[config.mk]
export PLATFORM = sky130hd
export DESIGN_NAME = wm_raster_writer
export DESIGN_NICKNAME = d
export VERILOG_FILES = /design/src/rtl/wm_pkg.sv /design/src/rtl/wm_block_addr_gen.sv /design/src/rtl/wm_raster_writer.sv
export SDC_FILE = /design/constraint.sdc
export NUM_CORES = 1
export LEC_CHECK = 0
export BUFFER_PORTS_ARGS = -buffer_cell sky130_fd_sc_hd__buf_2
export CAP_MARGIN = 10
export CORE_MARGIN = 3
export CORE_UTILIZATION = 65
export CTS_CLUSTER_SIZE = 24
export DETAILED_ROUTE_END_ITERATION = 16
export GPL_TIMING_DRIVEN = 0
export PLACE_DENSITY = 0.9
export SLEW_MARGIN = 5
export SYNTH_ARGS = -nofsm -noshare
export SYNTH_HDL_FRONTEND = slang
export SYNTH_SLANG_ARGS = --single-unit
[constraint.sdc]
create_clock -name clk -period 11.23 [get_ports clk]
set_input_delay 1.123 -clock clk [delete_from_list [all_inputs] [get_ports clk]]
set_output_delay 1.123 -clock clk [all_outputs]
set_load 0.05 [all_outputs]
[src/rtl/wm_pkg.sv]
// wm_pkg: shared definitions for the watermark raster writer.
//   DATA_DEPTH / ADDR_WIDTH / DIM_WIDTH : default widths for pixel, frame RAM
//                                         address and image-side fields
//   MAX_IMG_SIZE / MAX_BLOCK_SIDE       : largest supported Np and M
//   state_t                             : writer frame state
package wm_pkg;

    localparam int DATA_DEPTH     = 8;
    localparam int ADDR_WIDTH     = 20;
    localparam int DIM_WIDTH      = 10;
    localparam int MAX_IMG_SIZE   = 720;
    localparam int MAX_BLOCK_SIDE = 72;

    typedef enum logic [1:0] {
        IDLE,
        RUN,
        DONE
    } state_t;

endpackage

[src/rtl/wm_block_addr_gen.sv]
// wm_block_addr_gen: walks an Np x Np image in M x M block order and presents
// the raster address (row*Np + col) of the current pixel.
//   clk, rst : clock, asynchronous active-high reset
//   clear    : restart the walk at address 0
//   step     : advance to the next pixel
//   np, m    : image side and block side (held stable during a frame)
//   addr     : raster address of the current pixel
module wm_block_addr_gen
    import wm_pkg::*;
#(
    parameter int Data_Depth = DATA_DEPTH,
    parameter int Addr_Width = ADDR_WIDTH,
    parameter int Dim_Width  = DIM_WIDTH
) (
    input  logic                  clk,
    input  logic                  rst,
    input  logic                  clear,
    input  logic                  step,
    input  logic [Dim_Width-1:0]  np,
    input  logic [Data_Depth-1:0] m,
    output logic [Addr_Width-1:0] addr
);

    logic [Data_Depth-1:0] col;
    logic [Data_Depth-1:0] row;
    logic [Dim_Width-1:0]  bx;
    logic [Addr_Width-1:0] line_ptr;
    logic [Addr_Width-1:0] blk_origin;

    logic [Data_Depth-1:0] col_nx;
    logic [Data_Depth-1:0] row_nx;
    logic [Dim_Width-1:0]  bx_nx;
    logic [Addr_Width-1:0] np_a;
    logic [Addr_Width-1:0] m_a;

    assign col_nx = col + Data_Depth'(1);
    assign row_nx = row + Data_Depth'(1);
    assign bx_nx  = bx + Dim_Width'(m);
    assign np_a   = Addr_Width'(np);
    assign m_a    = Addr_Width'(m);
    assign addr   = line_ptr + Addr_Width'(col);

    always_ff @(posedge clk or posedge rst) begin
        if (rst) begin
            col        <= '0;
            row        <= '0;
            bx         <= '0;
            line_ptr   <= '0;
            blk_origin <= '0;
        end else if (clear) begin
            col        <= '0;
            row        <= '0;
            bx         <= '0;
            line_ptr   <= '0;
            blk_origin <= '0;
        end else if (step) begin
            if (col_nx == m) begin
                col <= '0;
                if (row_nx == m) begin
                    row <= '0;
                    if (bx_nx == np) begin
                        // Last block of a strip: line_ptr sits on the block's
                        // last row at origin (Np-M), so line_ptr + M equals
                        // strip origin + Np*M without a multiplier.
                        bx         <= '0;
                        blk_origin <= line_ptr + m_a;
                        line_ptr   <= line_ptr + m_a;
                    end else begin
                        bx         <= bx_nx;
                        blk_origin <= blk_origin + m_a;
                        line_ptr   <= blk_origin + m_a;
                    end
                end else begin
                    row      <= row_nx;
                    line_ptr <= line_ptr + np_a;
                end
            end else begin
                col <= col_nx;
            end
        end
    end

endmodule

[src/rtl/wm_raster_writer.sv]
// wm_raster_writer: converts the watermarking core's block-ordered pixel
// stream into raster-addressed frame RAM writes and closes the frame.
//   clk, rst              : clock, asynchronous active-high reset
//   cfg_load, cfg_Np/M    : latch image/block side and arm a new frame
//   Pixel_Data, new_pixel : pixel stream, one pixel per new_pixel rising edge
//   Image_Done            : rising edge ends the frame
//   wr_en/wr_addr/wr_data : one-cycle frame RAM write per accepted pixel
//   frame_done            : one-cycle pulse at frame close
//   pixel_count           : pixels accepted this frame
//   err_overrun/err_short : sticky error flags, cleared on cfg_load
//   checksum              : sum of written pixels (only with WM_CHECKSUM_EN)
module wm_raster_writer
    import wm_pkg::*;
#(
    parameter int Data_Depth = DATA_DEPTH,
    parameter int Addr_Width = ADDR_WIDTH,
    parameter int Dim_Width  = DIM_WIDTH
) (
    input  logic                  clk,
    input  logic                  rst,
    input  logic                  cfg_load,
    input  logic [Dim_Width-1:0]  cfg_Np,
    input  logic [Data_Depth-1:0] cfg_M,
    input  logic [Data_Depth-1:0] Pixel_Data,
    input  logic                  new_pixel,
    input  logic                  Image_Done,
    output logic                  wr_en,
    output logic [Addr_Width-1:0] wr_addr,
    output logic [Data_Depth-1:0] wr_data,
    output logic                  frame_done,
    output logic [Addr_Width-1:0] pixel_count,
    output logic                  err_overrun,
    output logic                  err_short
`ifdef WM_CHECKSUM_EN
    ,
    output logic [27:0]           checksum
`endif
);

    state_t                state;
    logic [Dim_Width-1:0]  np_reg;
    logic [Data_Depth-1:0] m_reg;
    logic [Addr_Width-1:0] total;

    logic                  np_q, np_prev;
    logic                  id_q, id_prev;
    logic [Data_Depth-1:0] pix_q;

    logic                  pix_rise;
    logic                  done_rise;
    logic                  accept;
    logic                  last_pix;
    logic [Addr_Width-1:0] count_inc;
    logic [Addr_Width-1:0] cfg_np_ext;
    logic [Addr_Width-1:0] gen_addr;

    assign pix_rise   = np_q & ~np_prev;
    assign done_rise  = id_q & ~id_prev;
    assign count_inc  = pixel_count + Addr_Width'(1);
    assign cfg_np_ext = Addr_Width'(cfg_Np);
    assign accept     = !cfg_load && pix_rise && (state == RUN) && (pixel_count != total);
    assign last_pix   = accept && (count_inc == total);

    wm_block_addr_gen #(
        .Data_Depth (Data_Depth),
        .Addr_Width (Addr_Width),
        .Dim_Width  (Dim_Width)
    ) u_addr_gen (
        .clk   (clk),
        .rst   (rst),
        .clear (cfg_load),
        .step  (accept),
        .np    (np_reg),
        .m     (m_reg),
        .addr  (gen_addr)
    );

    always_ff @(posedge clk or posedge rst) begin
        if (rst) begin
            state       <= IDLE;
            np_reg      <= '0;
            m_reg       <= '0;
            total       <= '0;
            np_q        <= 1'b0;
            np_prev     <= 1'b0;
            id_q        <= 1'b0;
            id_prev     <= 1'b0;
            pix_q       <= '0;
            wr_en       <= 1'b0;
            wr_addr     <= '0;
            wr_data     <= '0;
            frame_done  <= 1'b0;
            pixel_count <= '0;
            err_overrun <= 1'b0;
            err_short   <= 1'b0;
`ifdef WM_CHECKSUM_EN
            checksum    <= '0;
`endif
        end else begin
            np_q       <= new_pixel;
            np_prev    <= np_q;
            id_q       <= Image_Done;
            id_prev    <= id_q;
            pix_q      <= Pixel_Data;
            wr_en      <= 1'b0;
            frame_done <= 1'b0;

            if (cfg_load) begin
                state       <= RUN;
                np_reg      <= cfg_Np;
                m_reg       <= cfg_M;
                total       <= cfg_np_ext * cfg_np_ext;
                pixel_count <= '0;
                err_overrun <= 1'b0;
                err_short   <= 1'b0;
`ifdef WM_CHECKSUM_EN
                checksum    <= '0;
`endif
            end else begin
                if (accept) begin
                    wr_en       <= 1'b1;
                    wr_addr     <= gen_addr;
                    wr_data     <= pix_q;
                    pixel_count <= count_inc;
`ifdef WM_CHECKSUM_EN
                    checksum    <= checksum + 28'(pix_q);
`endif
                    if (last_pix) begin
                        state      <= DONE;
                        frame_done <= 1'b1;
                    end
                end else if (pix_rise) begin
                    err_overrun <= 1'b1;
                end

                // A same-cycle pixel is counted before the short check; a frame
                // already closed by reaching total ignores Image_Done.
                if (done_rise && (state == RUN) && !last_pix) begin
                    state      <= DONE;
                    frame_done <= 1'b1;
                    if ((accept ? count_inc : pixel_count) != total)
                        err_short <= 1'b1;
                end
            end
        end
    end

endmodule

==> metrics.txt <==
status completed; WHS 379 ps; register area share after synthesis 31.5%; wire per inst 18.4 um; GRT Util Overall 31.8%; pre-CTS WS 4360 ps; Post-synth EDFFs 0; Slew @ Worst Pin 1160 ps; Syn Area/Cell 8.86 um2; number of global-route vias before repair 11400; ANT nets after route 0; synth unique cells 82; Critical Setup Path Class flop to flop; Worst Setup SP m_reg[0]; P_int 1340 uW; Startpoint Class flop; R2R cell count 20; clk_skew 13.7 ps; DIE AREA 22300 um2; Max transition margin 21.8%; row count 51; CP required 11550 ps; FMAX 146 MHz; Routed WL 34700 um; Flop pwr share 32.7%; Post-synth ARST share 100%; post-DP HPWL 26200 um; cell taking the most area after synthesis dfrtp_1; grt total ovfl 0; post-cts sizing count 0; IO Port Bufs 82; reg2reg start m_reg[0]; most frequent cells after synthesis nand2_1 (210), dfrtp_1 (168), inv_1 (108), nor2_1 (108), xnor2_1 (92); Net Sw Power 827 uW; Static Leak 0.00688 uW; Hold Path Cell Cnt 0; Period Utilization, post-route 61.1%; Sw Ratio 38.1%; die span in x 149 um; Tmin final 6860 ps; Setup Buffers After CTS 0; synthesis-to-layout area growth 10.2%; Layout Utilization 74.2%; post-synthesis register bit count 168; 1st-iter DRT viols 1110; IO Pins 83; crit-path cells ha_1 > inv_1 > fa_1 > xor3_1 > o31ai_1 > or4_4 > a2111oi_4 > nand3_2 > nor4_4 > buf_6 > mux2_2 > ha_1 > a21o_1 > a21oi_1 > o211ai_1 > a31oi_1 > nor2_1 > xnor2_1 > o211ai_1 > or3b_1; starting density of the core 67.4%; Synthesis Warnings 0; Hold Vio Cnt, Final 0; Setup Viol. Count Final 0; Placed Area 14100 um2; PwrDens 148 nW/um2; Final Net Count 1774; Final Max Slew Viols 0; DRC violations left 0; CTS Buffer Depth 2; share of the synthesized area in the top cell type 31.5%; latest clock arrival within the worst-skew pair 450 ps; via count 11500; CTS Hold Bufs 0; crit-path max cell delay 800 ps; drt pass-1 iters 6; Clock Tree Root clkbuf_16; Worst VDD drop 0.118 mV; CP Data Arrival Time 7190 ps; n_diodes 0; Post-Layout Inst Area 14700 um2; Worst-path clk slew 70 ps; endpoint type of the worst setup path flop; Syn Inst Count 1504; first-pass GRT wire length 56900 um; RSZ-0062 raised after global routing false; largest net degree at the start of global routing 115; class of the worst hold path flop to flop; Clk network pwr share 27.0%; CTS tree built; clock sink total 168; dominant synthesized flop cell dfrtp_1; Total Neg Setup Slack 0 ps; share of cells above drive strength 1 11.4%; Avg Vias per Cell 6.09; die height 149 um; maxcap violations 0; cell family with most CP delay compound AO/OA/AOI/OAI gates; Hold Crit Start id_q; initial antenna violation count 0; CP max FO 10; combinational power share 40.3%; Final WS setup 4370 ps; Core ar. 19800 um2; CTS Buf Count 17; syn nets 1672; GP Congestion 0.951; Worst Path Buf+Inv 2; cell area after synthesis 13300 um2; H-tree level count 4; CP Depth 20; Area contributors post-synth dfrtp_1 (32%), ha_1 (8.3%), fa_1 (7.4%); Slowest cell on crit path a31oi_1; most numerous cell in the Yosys netlist nand2_1
-- metrics by stage --
stage | std cells | total power (uW)
after floorplan | 1504 | 1370
after global placement | 1851 | 1520
after detailed placement | 1852 | 1570
after CTS | 1884 | 2170
after global routing | 1884 | 2300
final | 1884 | 2170
-- cells by family (layout without fill, tap and decap cells) --
group / count (synthesis) / after routing / share of synthesized area (%)
adders and majority gates: 137 / 137 / 15.6
DFF: 168 / 168 / 31.5
and+or+nand+nor: 533 / 533 / 19.4
buffers and inverters: 180 / 295 / 5.28
muxes: 45 / 45 / 3.75
AOI/OAI and AO/OA: 268 / 268 / 12.6
xor gates and xnor gates: 173 / 173 / 11.8
-- layout make-up --
cell class,instances,area (um2)
repair buffers,83,438
well taps,265,332
clock inverters,14,153
inverters,110,420
flip-flops and latches,168,4200
plain buffers,70,290
multi-input cells,1156,8420
clock buffers,18,429
fillers,1509,5100
-- metal layers --
metal / track usage [%] / vias up / share of wire [%]
li1: - / 5327 / -
met1: 44.4 / 5499 / 42
met2: 51.0 / 565 / 47
met3: 5.86 / 81 / 9.2
met4: 9.79 / 0 / 2.4
met5: 0 / - / 0
-- power by group through the flow --
stage	Combinational, uW	Sequential, uW	Clock, uW
5_1_grt	969	714	616
4_1_cts	869	708	591
3_5_place_dp	848	718	0
6_report	875	710	587
3_3_place_gp	803	716	0
2_1_floorplan	642	725	0
-- placed cells by master, fill, tap and decap left out, types with 8 or more instances in the layout --
master / n
ha_1: 88
o21ai_0: 86
a21oi_1: 67
inv_1: 107
o31ai_1: 11
dfrtp_1: 168
nand4_1: 15
clkbuf_16: 17
buf_1: 10
nand2_1: 210
clkbuf_1: 48
buf_2: 89
mux2_2: 39
or3_1: 9
nor3_1: 33
fa_1: 49
nor4_1: 15
inv_6: 8
xor2_1: 77
a31oi_1: 10
and3_1: 17
nor2_1: 108
xnor2_1: 92
nand2b_1: 13
nand3_1: 27
a21o_1: 17
nor2b_1: 15
o211ai_1: 13
and2_1: 34
a211oi_1: 11
-- final timing paths --
| kind | endpoint | slack [ps] |
|---|---|---|
| hold reg to reg | id_prev | 380 |
| max in group asynchronous | m_reg[0] | 9630 |
| hold / removal | id_prev | 380 |
| min in group asynchronous | pixel_count[0] | 690 |
| setup reg to reg | u_addr_gen.line_ptr[11] | 4370 |
| setup / recovery | u_addr_gen.line_ptr[11] | 4370 |
No activity file was read; power rests on OpenSTA's default activity.
